<file path="src/rtl/branch_pkg.sv">
// Shared definitions for the execute-stage branch resolution logic:
// branch funct3 encodings and the resolve/redirect/flush state encoding.
package branch_pkg;

  localparam logic [2:0] F3_BEQ  = 3'b000;
  localparam logic [2:0] F3_BNE  = 3'b001;
  localparam logic [2:0] F3_RSV2 = 3'b010;
  localparam logic [2:0] F3_RSV3 = 3'b011;
  localparam logic [2:0] F3_BLT  = 3'b100;
  localparam logic [2:0] F3_BGE  = 3'b101;
  localparam logic [2:0] F3_BLTU = 3'b110;
  localparam logic [2:0] F3_BGEU = 3'b111;

  typedef enum logic [1:0] {
    BR_IDLE     = 2'd0,
    BR_REDIRECT = 2'd1,
    BR_FLUSH    = 2'd2
  } brState_e;

endpackage

</file>
<file path="src/rtl/br_cond_eval.sv">
// Combinational branch condition evaluator: turns funct3 plus the BranchComp
// flags into a taken decision, flagging the two reserved branch encodings.
module br_cond_eval
  import branch_pkg::*;
(
  input  logic [2:0] funct3,
  input  logic       brEq,
  input  logic       brLt,
  input  logic       isJump,
  output logic       taken,
  output logic       illegal
);

  // Signed/unsigned selection already happened in BranchComp via BrUn, so
  // BLT/BLTU and BGE/BGEU share the same flag here.
  always_comb begin
    taken   = 1'b0;
    illegal = 1'b0;
    if (isJump) begin
      taken = 1'b1;
    end else begin
      case (funct3)
        F3_BEQ:           taken = brEq;
        F3_BNE:           taken = !brEq;
        F3_BLT, F3_BLTU:  taken = brLt;
        F3_BGE, F3_BGEU:  taken = !brLt;
        default:          illegal = 1'b1;
      endcase
    end
  end

endmodule

</file>
<file path="src/rtl/branch_resolve_ctrl.sv">
// Execute-stage branch resolution: checks the taken decision against fetch's
// prediction, drives the redirect/flush handshake and keeps branch statistics.
module branch_resolve_ctrl
  import branch_pkg::*;
#(
  parameter int XLEN         = 32,
  parameter int FLUSH_CYCLES = 2,
  parameter int CNT_W        = 32
) (
  input  logic             clk,
  input  logic             rst_n,
  input  logic             ex_valid,
  input  logic             ex_is_branch,
  input  logic             ex_is_jump,
  input  logic [2:0]       ex_funct3,
  input  logic [XLEN-1:0]  ex_pc,
  input  logic [XLEN-1:0]  ex_target,
  input  logic             ex_pred_taken,
  input  logic             BrEq,
  input  logic             BrLT,
  output logic             BrUn,
  output logic             redirect_valid,
  output logic [XLEN-1:0]  redirect_pc,
  input  logic             redirect_ready,
  output logic             flush_if_id,
  output logic             ex_kill,
  output logic             illegal_br,
  output logic [CNT_W-1:0] branch_count,
  output logic [CNT_W-1:0] mispred_count
);

  localparam int CW = (FLUSH_CYCLES > 1) ? $clog2(FLUSH_CYCLES) : 1;
  localparam logic [CW-1:0] FLUSH_LOAD = CW'(FLUSH_CYCLES - 1);

  brState_e        state;
  logic [CW-1:0]   flushCnt;
  logic            taken;
  logic            condIllegal;
  logic            resolve;
  logic            mispredict;
  logic [XLEN-1:0] correctPc;

  assign BrUn = ex_funct3[1];

  br_cond_eval uCondEval (
    .funct3  (ex_funct3),
    .brEq    (BrEq),
    .brLt    (BrLT),
    .isJump  (ex_is_jump),
    .taken   (taken),
    .illegal (condIllegal)
  );

  // Anything arriving outside IDLE is wrong-path and must leave no trace.
  assign resolve    = (state == BR_IDLE) && ex_valid && (ex_is_branch || ex_is_jump);
  assign mispredict = resolve && (taken != ex_pred_taken);
  assign correctPc  = taken ? ex_target : ex_pc + XLEN'(4);

  always_ff @(posedge clk or negedge rst_n) begin
    if (!rst_n) begin
      branch_count  <= '0;
      mispred_count <= '0;
      illegal_br    <= 1'b0;
    end else begin
      illegal_br <= resolve && condIllegal;
      if (resolve && (branch_count != '1)) begin
        branch_count <= branch_count + CNT_W'(1);
      end
      if (mispredict && (mispred_count != '1)) begin
        mispred_count <= mispred_count + CNT_W'(1);
      end
    end
  end

  // flush_if_id and ex_kill span both REDIRECT and FLUSH; redirect_pc is only
  // loaded from IDLE so it stays put for the whole handshake.
  always_ff @(posedge clk or negedge rst_n) begin
    if (!rst_n) begin
      state          <= BR_IDLE;
      flushCnt       <= '0;
      redirect_valid <= 1'b0;
      redirect_pc    <= '0;
      flush_if_id    <= 1'b0;
      ex_kill        <= 1'b0;
    end else begin
      case (state)
        BR_IDLE: begin
          if (mispredict) begin
            redirect_pc    <= correctPc;
            redirect_valid <= 1'b1;
            flush_if_id    <= 1'b1;
            ex_kill        <= 1'b1;
            state          <= BR_REDIRECT;
          end
        end
        BR_REDIRECT: begin
          if (redirect_ready) begin
            redirect_valid <= 1'b0;
            flushCnt       <= FLUSH_LOAD;
            state          <= BR_FLUSH;
          end
        end
        BR_FLUSH: begin
          if (flushCnt == '0) begin
            flush_if_id <= 1'b0;
            ex_kill     <= 1'b0;
            state       <= BR_IDLE;
          end else begin
            flushCnt <= flushCnt - CW'(1);
          end
        end
        default: begin
          redirect_valid <= 1'b0;
          flush_if_id    <= 1'b0;
          ex_kill        <= 1'b0;
          state          <= BR_IDLE;
        end
      endcase
    end
  end

endmodule

</file>
<file path="config.mk">
export PLATFORM = sky130hd
export DESIGN_NAME = branch_resolve_ctrl
export DESIGN_NICKNAME = d
export VERILOG_FILES = /design/src/rtl/branch_pkg.sv /design/src/rtl/br_cond_eval.sv /design/src/rtl/branch_resolve_ctrl.sv
export SDC_FILE = /design/constraint.sdc
export NUM_CORES = 1
export LEC_CHECK = 0
export ABC_AREA = 1
export CAP_MARGIN = 20
export CORE_MARGIN = 5
export CORE_UTILIZATION = 70
export DETAILED_ROUTE_END_ITERATION = 8
export DONT_BUFFER_PORTS = 1
export PLACE_DENSITY = 0.86
export SYNTH_ARGS = -nofsm -noshare
export SYNTH_HDL_FRONTEND = slang
export SYNTH_SLANG_ARGS = --single-unit
</file>
<file path="constraint.sdc">
create_clock -name clk -period 2.9 [get_ports clk]
set_input_delay 0.58 -clock clk [delete_from_list [all_inputs] [get_ports clk]]
set_output_delay 0.58 -clock clk [all_outputs]
set_load 0.01 [all_outputs]
</file>
==> flow_summary.toml, run 1 <==
[outcome]
status = "finished, violations left"
violations = "negative hold slack"

[yosys]
ys.warnings.count = 0
synth_edf_count = 0
ys_seq_area_share_pct = 36.57
synth_flop_cell = "dfrtp_1"
synth-seq-cells = 102
synth_cell_types = 35
syn_area_um2 = 6980
synthMuxAreaShare_pct = 0
synth_compound_area_share_pct = 3.173
synthTopCellsByArea = "dfrtp_1, nand2_1, nor2_1"
synthArstFlopShare_pct = 100.0
postSynthAreaPerCell_um2 = 6.422
synth_top_family_by_area = "simple AND/OR/NAND/NOR gates"
synth_cells = 1087
synth_simple_gate_area_share_pct = 48.06
synth.top_cells.by_count = "nand2_1, nor2_1, dfrtp_1, nand3_1, inv_1"
yosys.area.top_type_share_pct = 36.57
syn_nets = 1166
synth_fa_ha_area_share_pct = 0.5377
synthXorXnorAreaFrac_pct = 5.270
yosysMostFrequentCell = "nand2_1"
yosysTopAreaCell = "dfrtp_1"

[global_routing]
grt_pass1_vias = 6454
gr-total-overflow = 0
grt_first_pass_wirelength_um = 30680
grt.total_usage_pct = 32.28
antenna_found_initial = 0
grt_max_degree = 103

[worst_setup_path]
cp_max_fo = 37
reg2reg_depth = 10
end_kind = "flop"
worstPathArrival_ns = 2.68
r2r-end = "branch_count[7]$_DFFE_PN0P_"
regToRegStartpoint = "branch_count[0]$_DFFE_PN0P_"
r2r_setup_slack_ns = 0.49
required_ns = 3.16
path_class = "flop to flop"
cp-start-kind = "flop"

[route]
drt-pass1-iter-count = 6
vias = 6835
first_iter_violations = 397
wire_per_inst_um = 15.53
vias_per_cell = 5.626
drt_wl_total_um = 18870
route.detailed.drc = 0
drtAntennaViolNets = 0

[min_path]
hold_class = "input port to asynchronous set/reset pin"

[power_and_ir_drop]
total_power_uw = 4137
p_leak_uw = 0.003473
vdd_drop_max_mv = 0.4362
powerDensity_nw_per_um2 = 569.7

[clocking]
clock_latency_ns = 0.38
clk_pin_slew_ns = 0.11
cts_made_buffers = 9
cts_tree = "yes"
clockRootBuffer = "clkbuf_8"
htree_num_levels = 3
clock-sinks = 102
cts_buffer_depth = 2
cts_setup_buffers = 0
cts_resized = 0

[timing]
worstMarginPinSlew_ns = 0.5920
slew_headroom_pct = 60.39
finalSetupViolations = 0
whs_ns = -0.1197
fmax_ghz = 0.4144
period_share_pct = 83.22
rsz0062_at_grt = "no"
hold_viol = 102
skew_ns = 0.01210
finalSetupTns_ns = 0
finalCriticalPeriod_ns = 2.413
slew_viol_final = 0

[floorplan]
rows = 36
die_w_um = 109.9
die_h_um = 109.9
pin_count = 177
die_area_um2 = 12070
core_area_um2 = 9729
initial_core_util_pct = 71.75

[cells_and_area]
drive_gt1_share_pct = 5.360
syn_to_final_growth_pct = 4.033
num-fill-cells = 855
fin_nets = 1156
diodes = 0

[flow_run]
maxCapViolCount = 0

[place]
dp_hpwl_um = 14460
gp_congestion = 0.9923
port_buffers = 0
-- through the flow --
| stage | hold WS, ns | util, % | instance area [um^2] | setup WS, ns | std cells |
|---|---|---|---|---|---|
| after floorplan | 0.2844 | - | 6980 | 1.020 | 1087 |
| after global placement | 0.2866 | 72.29 | 7033 | 0.6346 | 1199 |
| after detailed placement | 0.2867 | 72.29 | 7033 | 0.5337 | 1199 |
| after CTS | -0.1301 | 74.64 | 7262 | 0.5006 | 1215 |
| after global routing | -0.1476 | 74.64 | 7262 | 0.2530 | 1215 |
| final | -0.1197 | 74.64 | 7262 | 0.4867 | 1215 |
-- layout by cell type, fill, tap and decap left out, types with 13 or more instances in the layout --
| cell | count |
|---|---|
| or2_2 | 16 |
| nor3_1 | 21 |
| xor2_1 | 29 |
| o21ai_0 | 20 |
| inv_1 | 66 |
| nand2_1 | 498 |
| dfrtp_1 | 102 |
| nand3b_1 | 25 |
| nand3_1 | 81 |
| xnor2_1 | 13 |
| nor2_1 | 139 |
-- sequential cells by signal, indices dropped and copies added, names as in the netlist --
register	flops
branch_count	32
redirect_valid	1
redirect_pc	32
flushCnt	1
ex_kill	1
illegal_br	1
mispred_count	32
state	2
-- report_power, final --
part	total [uW]	internal, uW	leakage, uW	switching (uW)
Sequential	2250	1750	0.00135	497
Clock	1040	498	0.000112	539
Combinational	852	298	0.00201	554
Total	4140	2550	0.00347	1590
-- layout make-up --
type	count	area, um^2	share of cell area [%]
Clock buffer	9	123.9	1.706
Clock inverter	7	105.1	1.447
Inverter	72	272.8	3.756
Multi-Input combinational cell	884	3981	54.82
Sequential cell	102	2552	35.15
Tap cell	133	166.4	2.292
Timing Repair Buffer	8	60.06	0.8270
-- worst max-delay path, stage by stage (launching register included) --
cell	delay, ns
dfrtp_1	0.53
ha_1	0.35
inv_2	0.09
nor3_4	0.25
nand2_2	0.11
nor2_2	0.14
nand2_1	0.10
nand2_4	0.25
inv_4	0.22
o21ai_0	0.15
o21ai_1	0.09
-- worst max-delay path by stage --
stage	end	startpoint	slack [ns]
finish	branch_count[7]$_DFFE_PN0P_	branch_count[0]$_DFFE_PN0P_	0.49
global route	branch_count[7]$_DFFE_PN0P_	branch_count[0]$_DFFE_PN0P_	0.25
CTS	branch_count[7]$_DFFE_PN0P_	branch_count[0]$_DFFE_PN0P_	0.50
detailed placement	branch_count[7]$_DFFE_PN0P_	branch_count[0]$_DFFE_PN0P_	0.53
global placement	branch_count[2]$_DFFE_PN0P_	branch_count[0]$_DFFE_PN0P_	0.63
floorplan	branch_count[19]$_DFFE_PN0P_	branch_count[0]$_DFFE_PN0P_	1.02
-- per-layer routing --
| metal | up-vias | track usage (%) | part of all wire (%) |
|---|---|---|---|
| met5 | - | 0 | 0 |
| met4 | 0 | 12.02 | 2.9 |
| met3 | 46 | 8.984 | 10 |
| met2 | 318 | 51.95 | 47 |
| met1 | 3098 | 41.45 | 40 |
| li1 | 3373 | - | - |
-- cell families (layout without fill, tap and decap cells) --
family,count (synthesis),in the layout
compound gates,40,40
xor+xnor,42,42
fa+ha+maj,3,3
buf+inv,101,96
flops,102,102
simple gates,799,799
Power figures use the tool's default switching activity.
==> run 2: changes to the inputs <==
- CORE_UTILIZATION: 70 -> 59
- PLACE_DENSITY: 0.86 -> 0.78
- clock period: 2.9 -> 2.2 ns (I/O delays scaled with it)
==> flow_summary.toml, run 2 (synthesis results as in run 1) <==
[min_path]
hold_class = "input port to asynchronous set/reset pin"

[worst_setup_path]
path_class = "flop to flop"
required_ns = 2.43
crit_buf_inv = 2
cp_num_cells = 9
critPathLaunch = "branch_count[7]$_DFFE_PN0P_"
regToRegStartpoint = "branch_count[7]$_DFFE_PN0P_"
end_kind = "flop"
crit_path_end = "branch_count[2]$_DFFE_PN0P_"
worstPathArrival_ns = 2.20
critical-path-top-delay-family = "simple AND/OR/NAND/NOR gates"
reg2reg_depth = 9
cp_slowest_cell = "dfrtp_1"
r2r_setup_slack_ns = 0.23
r2r-end = "branch_count[2]$_DFFE_PN0P_"
cp-start-kind = "flop"
critPathMaxStageDelay_ns = 0.47
path_cells = "inv_2 > nor3_1 > nand2_2 > nor2_2 > nand2_1 > nand2_4 > inv_4 > o21ai_0 > o21ai_1"
cp_max_fo = 37

[route]
drtAntennaViolNets = 0
vias_per_cell = 5.443
route.detailed.drc = 0
first_iter_violations = 517
drt_wl_total_um = 19660
drt-pass1-iter-count = 5
wire_per_inst_um = 15.83
vias = 6760

[cells_and_area]
drive_gt1_share_pct = 6.824
instances_no_fill = 1242
syn_to_final_growth_pct = 7.546
diodes = 0
reg_top3 = "branch_count: 32 flops, mispred_count: 32 flops, redirect_pc: 32 flops"
fin_nets = 1173
final_common_cell = "nand2_1"
final_cell_mix = "nand2_1, nor2_1, dfrtp_1"
num-fill-cells = 1077

[clocking]
cts_made_buffers = 9
clk_pin_slew_ns = 0.07
cts_buffer_depth = 2
cts_setup_buffers = 0
cts_resized = 0
htree_num_levels = 3
clock_latency_ns = 0.35
clock-sinks = 102
clockRootBuffer = "clkbuf_16"
cts_tree = "yes"

[place]
gp_congestion = 1.027
port_buffers = 0
dp_hpwl_um = 15330
placedCellCount = 1226

[timing]
finalCriticalPeriod_ns = 1.969
rsz0062_at_grt = "no"
finalSetupTns_ns = 0
skew_ns = 0.006871
hold_viol = 102
whs_ns = -0.2243
worstMarginPinSlew_ns = 0.4244
finalSetupViolations = 0
fmax_ghz = 0.5079
slew_headroom_pct = 71.49
slew_viol_final = 0
period_share_pct = 89.49

[outcome]
status = "finished, violations left"
violations = "negative hold slack"

[floorplan]
die_area_um2 = 14110
die_w_um = 118.8
core_area_um2 = 11520
initial_core_util_pct = 60.61
rows = 39
pin_count = 177
die_h_um = 118.8

[global_routing]
grt_first_pass_wirelength_um = 32020
grt_max_degree = 103
grt.total_usage_pct = 28.01
antenna_found_initial = 2
gr-total-overflow = 0
grt_pass1_vias = 6449

[power_and_ir_drop]
vdd_drop_max_mv = 0.7756
p_leak_uw = 0.003611
powerDensity_nw_per_um2 = 771.4

[flow_run]
maxCapViolCount = 0
[run 2: cell types whose count changed in the layout (fill, tap and decap cells not counted), sizes merged]
cell      previous run  this run
bufinv               2         1
buf                  8        25
clkinv               3         5
clkinvlp             1         0
[run 2: how the worst min path moves through the flow]
stage,startpoint,endpoint,slack [ns],cells after the start
3_5_place_dp,rst_n,flushCnt$_DFFE_PN0P_,0.15,0
5_1_grt,rst_n,redirect_pc[11]$_DFFE_PN0P_,-0.25,0
6_report,rst_n,flushCnt$_DFFE_PN0P_,-0.22,0
4_1_cts,rst_n,illegal_br$_DFF_PN0_,-0.24,0
3_3_place_gp,rst_n,flushCnt$_DFFE_PN0P_,0.15,0
2_1_floorplan,rst_n,branch_count[0]$_DFFE_PN0P_,0.14,0
[run 2: routing by layer]
| metal | up-vias | global-route usage [%] | wire length, um |
|---|---|---|---|
| li1 | 3412 | - | - |
| met4 | 4 | 8.979 | 533 |
| met2 | 258 | 45.61 | 9127 |
| met1 | 3040 | 33.62 | 7808 |
| met3 | 46 | 11.99 | 2163 |
| met5 | - | 0 | 21 |
[run 2: cell type report]
class	instances	area, um^2	share of cell area, %
multi-input cells	884	3981	53.03
inverters	72	272.8	3.633
repair buffers	25	225.2	3.000
clock buffers	9	225.2	3.000
flip-flops and latches	102	2552	34.00
well taps	143	178.9	2.383
clock inverters	7	71.32	0.9500
[run 2: where the power goes]
part           internal (uW)  switching (uW)  total [uW]
sequential              2310             627        2940
combinational            451             771        1220
clock                    887             742        1630
[run 2: stage by stage]
step	hold slack [ns]	instance area, um^2	util, %	total power (uW)	setup WS (ns)
floorplan	0.1444	6980	-	3821	0.3196
global placement	0.1462	7211	62.61	4157	0.2859
detailed placement	0.1461	7211	62.61	4197	0.2350
CTS	-0.2372	7507	65.19	5838	0.2333
global route	-0.2483	7507	65.19	6163	0.07071
finish	-0.2243	7507	65.19	5791	0.2311
==> run 3: changes to the inputs <==
- clock period: 2.2 -> 1.6 ns (I/O delays scaled with it)
==> flow_summary.toml, run 3 (synthesis results as in run 1) <==
[route]
drt-pass1-iter-count = 5
wire_per_inst_um = 16.75
route.detailed.drc = 0
vias_per_cell = 5.619
drt_wl_total_um = 22530
first_iter_violations = 722
vias = 7558
drtAntennaViolNets = 0

[cells_and_area]
fin_nets = 1276
reg_top3 = "branch_count: 32 flops, mispred_count: 32 flops, redirect_pc: 32 flops"
final_util_pct = 77.38
multi_input_area_um2 = 4451
final_cell_mix = "nand2_1, nor2_1, buf_4"
diodes = 0
drive_gt1_share_pct = 24.13
regArea_um2 = 2570
num-fill-cells = 888
syn_to_final_growth_pct = 27.66
final_common_cell = "nand2_1"

[timing]
worst_slack_ns = -0.06689
slew_headroom_pct = 73.64
slew_viol_final = 0
worstMarginPinSlew_ns = 0.3939
finalCriticalPeriod_ns = 1.667
fmax_ghz = 0.5999
whs_ns = -0.3523
skew_ns = 0.006835
finalSetupViolations = 34
period_share_pct = 104.2
hold_viol = 102
rsz0062_at_grt = "yes"

[global_routing]
grt_max_degree = 103
antenna_found_initial = 1
grt_first_pass_wirelength_um = 34220
grt.total_usage_pct = 29.62
grt_pass1_vias = 6855
gr-total-overflow = 0

[clocking]
clock_latency_ns = 0.36
htree_num_levels = 3
cts_made_buffers = 9
cts_buffer_depth = 2
clockRootBuffer = "clkbuf_16"
clk_pin_slew_ns = 0.08
cts_tree = "yes"
clock-sinks = 102

[power_and_ir_drop]
power_frac_comb_pct = 30.1
power_frac_seq_pct = 44.9
sw_frac_of_total_pct = 38.39
internal_power_uw = 5432
powerDensity_nw_per_um2 = 989.5
clock_power_share_pct = 25.0
p_sw_uw = 3385
vdd_drop_max_mv = 1.013
p_leak_uw = 0.004346

[worst_setup_path]
worstPathArrival_ns = 1.96
path_class = "flop to flop"
regToRegStartpoint = "mispred_count[2]$_DFFE_PN0P_"
end_kind = "flop"
r2r_setup_slack_ns = -0.07
cp-start-kind = "flop"
reg2reg_depth = 7
required_ns = 1.89
r2r-end = "mispred_count[10]$_DFFE_PN0P_"
cp_max_fo = 5

[floorplan]
pin_count = 177
die_w_um = 118.8
die_h_um = 118.8
die_area_um2 = 14110
initial_core_util_pct = 60.61
rows = 39
core_area_um2 = 11520

[place]
place_ws_ns = -0.06105
gp_congestion = 0.9793
port_buffers = 0
dp_hpwl_um = 15860

[flow_run]
maxCapViolCount = 0

[min_path]
hold_class = "input port to asynchronous set/reset pin"

[outcome]
status = "finished, violations left"
violations = "negative hold slack, negative setup slack"
==> run 3: routing by layer <==
| metal | vias up | GRT usage, % | part of all wire [%] |
|---|---|---|---|
| met5 | - | 0 | 0.058 |
| met4 | 2 | 10.35 | 3.1 |
| met2 | 425 | 48.85 | 49 |
| met3 | 69 | 7.593 | 10 |
| met1 | 3427 | 37.94 | 38 |
| li1 | 3635 | - | - |
==> run 3: per-stage QoR <==
stage	instance area, um^2	instances	setup TNS [ns]	total power [uW]	hold WS (ns)
finish	8911	1345	-0.8772	8817	-0.3523
global route	8911	1345	-6.802	9308	-0.3640
CTS	8332	1339	0	8417	-0.3584
detailed placement	8029	1323	-0.3441	6252	0.02607
global placement	8029	1323	-0.02822	6182	0.02618
floorplan	7024	1087	-3.774	5328	0.02441
==> run 3: worst max path at each step <==
stage,start,slack (ns),cells past startpoint,endpoint
4_1_cts,branch_count[1]$_DFFE_PN0P_,0.006,10,branch_count[2]$_DFFE_PN0P_
2_1_floorplan,branch_count[0]$_DFFE_PN0P_,-0.16,11,branch_count[19]$_DFFE_PN0P_
3_3_place_gp,branch_count[1]$_DFFE_PN0P_,-0.02,10,branch_count[12]$_DFFE_PN0P_
6_report,mispred_count[2]$_DFFE_PN0P_,-0.07,7,mispred_count[10]$_DFFE_PN0P_
3_5_place_dp,branch_count[1]$_DFFE_PN0P_,-0.06,10,branch_count[2]$_DFFE_PN0P_
5_1_grt,state[0]$_DFFE_PN0P_,-0.16,7,mispred_count[10]$_DFFE_PN0P_
==> run 3: repair_timing <==
item,CTS,global route
endpoints found under the setup margin,34,80
gates cloned,0,5
hold endpoints to repair,102,102
resized for setup,6,144
buffers inserted,0,2
pin swaps,2,24
==> run 3: power groups by stage <==
| stage | clock (uW) | combinational [uW] | sequential (uW) |
|---|---|---|---|
| final | 2200 | 2660 | 3960 |
| after CTS | 2180 | 2300 | 3940 |
| after global placement | 0 | 2210 | 3970 |
| after floorplan | 0 | 1390 | 3930 |
| after global routing | 2310 | 2950 | 4050 |
| after detailed placement | 0 | 2290 | 3970 |
==> run 3: cell type report <==
cell class                      instances  share of cell area, %
Multi-Input combinational cell        884                  49.94
Sequential cell                       102                  28.84
Timing Repair Buffer                  128                  12.82
Inverter                               72                  3.201
Clock buffer                           11                  2.724
Tap cell                              143                  2.008
Clock inverter                          5                 0.4634
==> run 3: worst max-delay path, cell delays in order (launching register included) <==
cell	delay (ns)
dfrtp_2	0.44
nand2_1	0.13
nor2_1	0.20
nand2_1	0.09
nor2_1	0.32
xor2_1	0.21
nand3_1	0.11
nand2_1	0.09
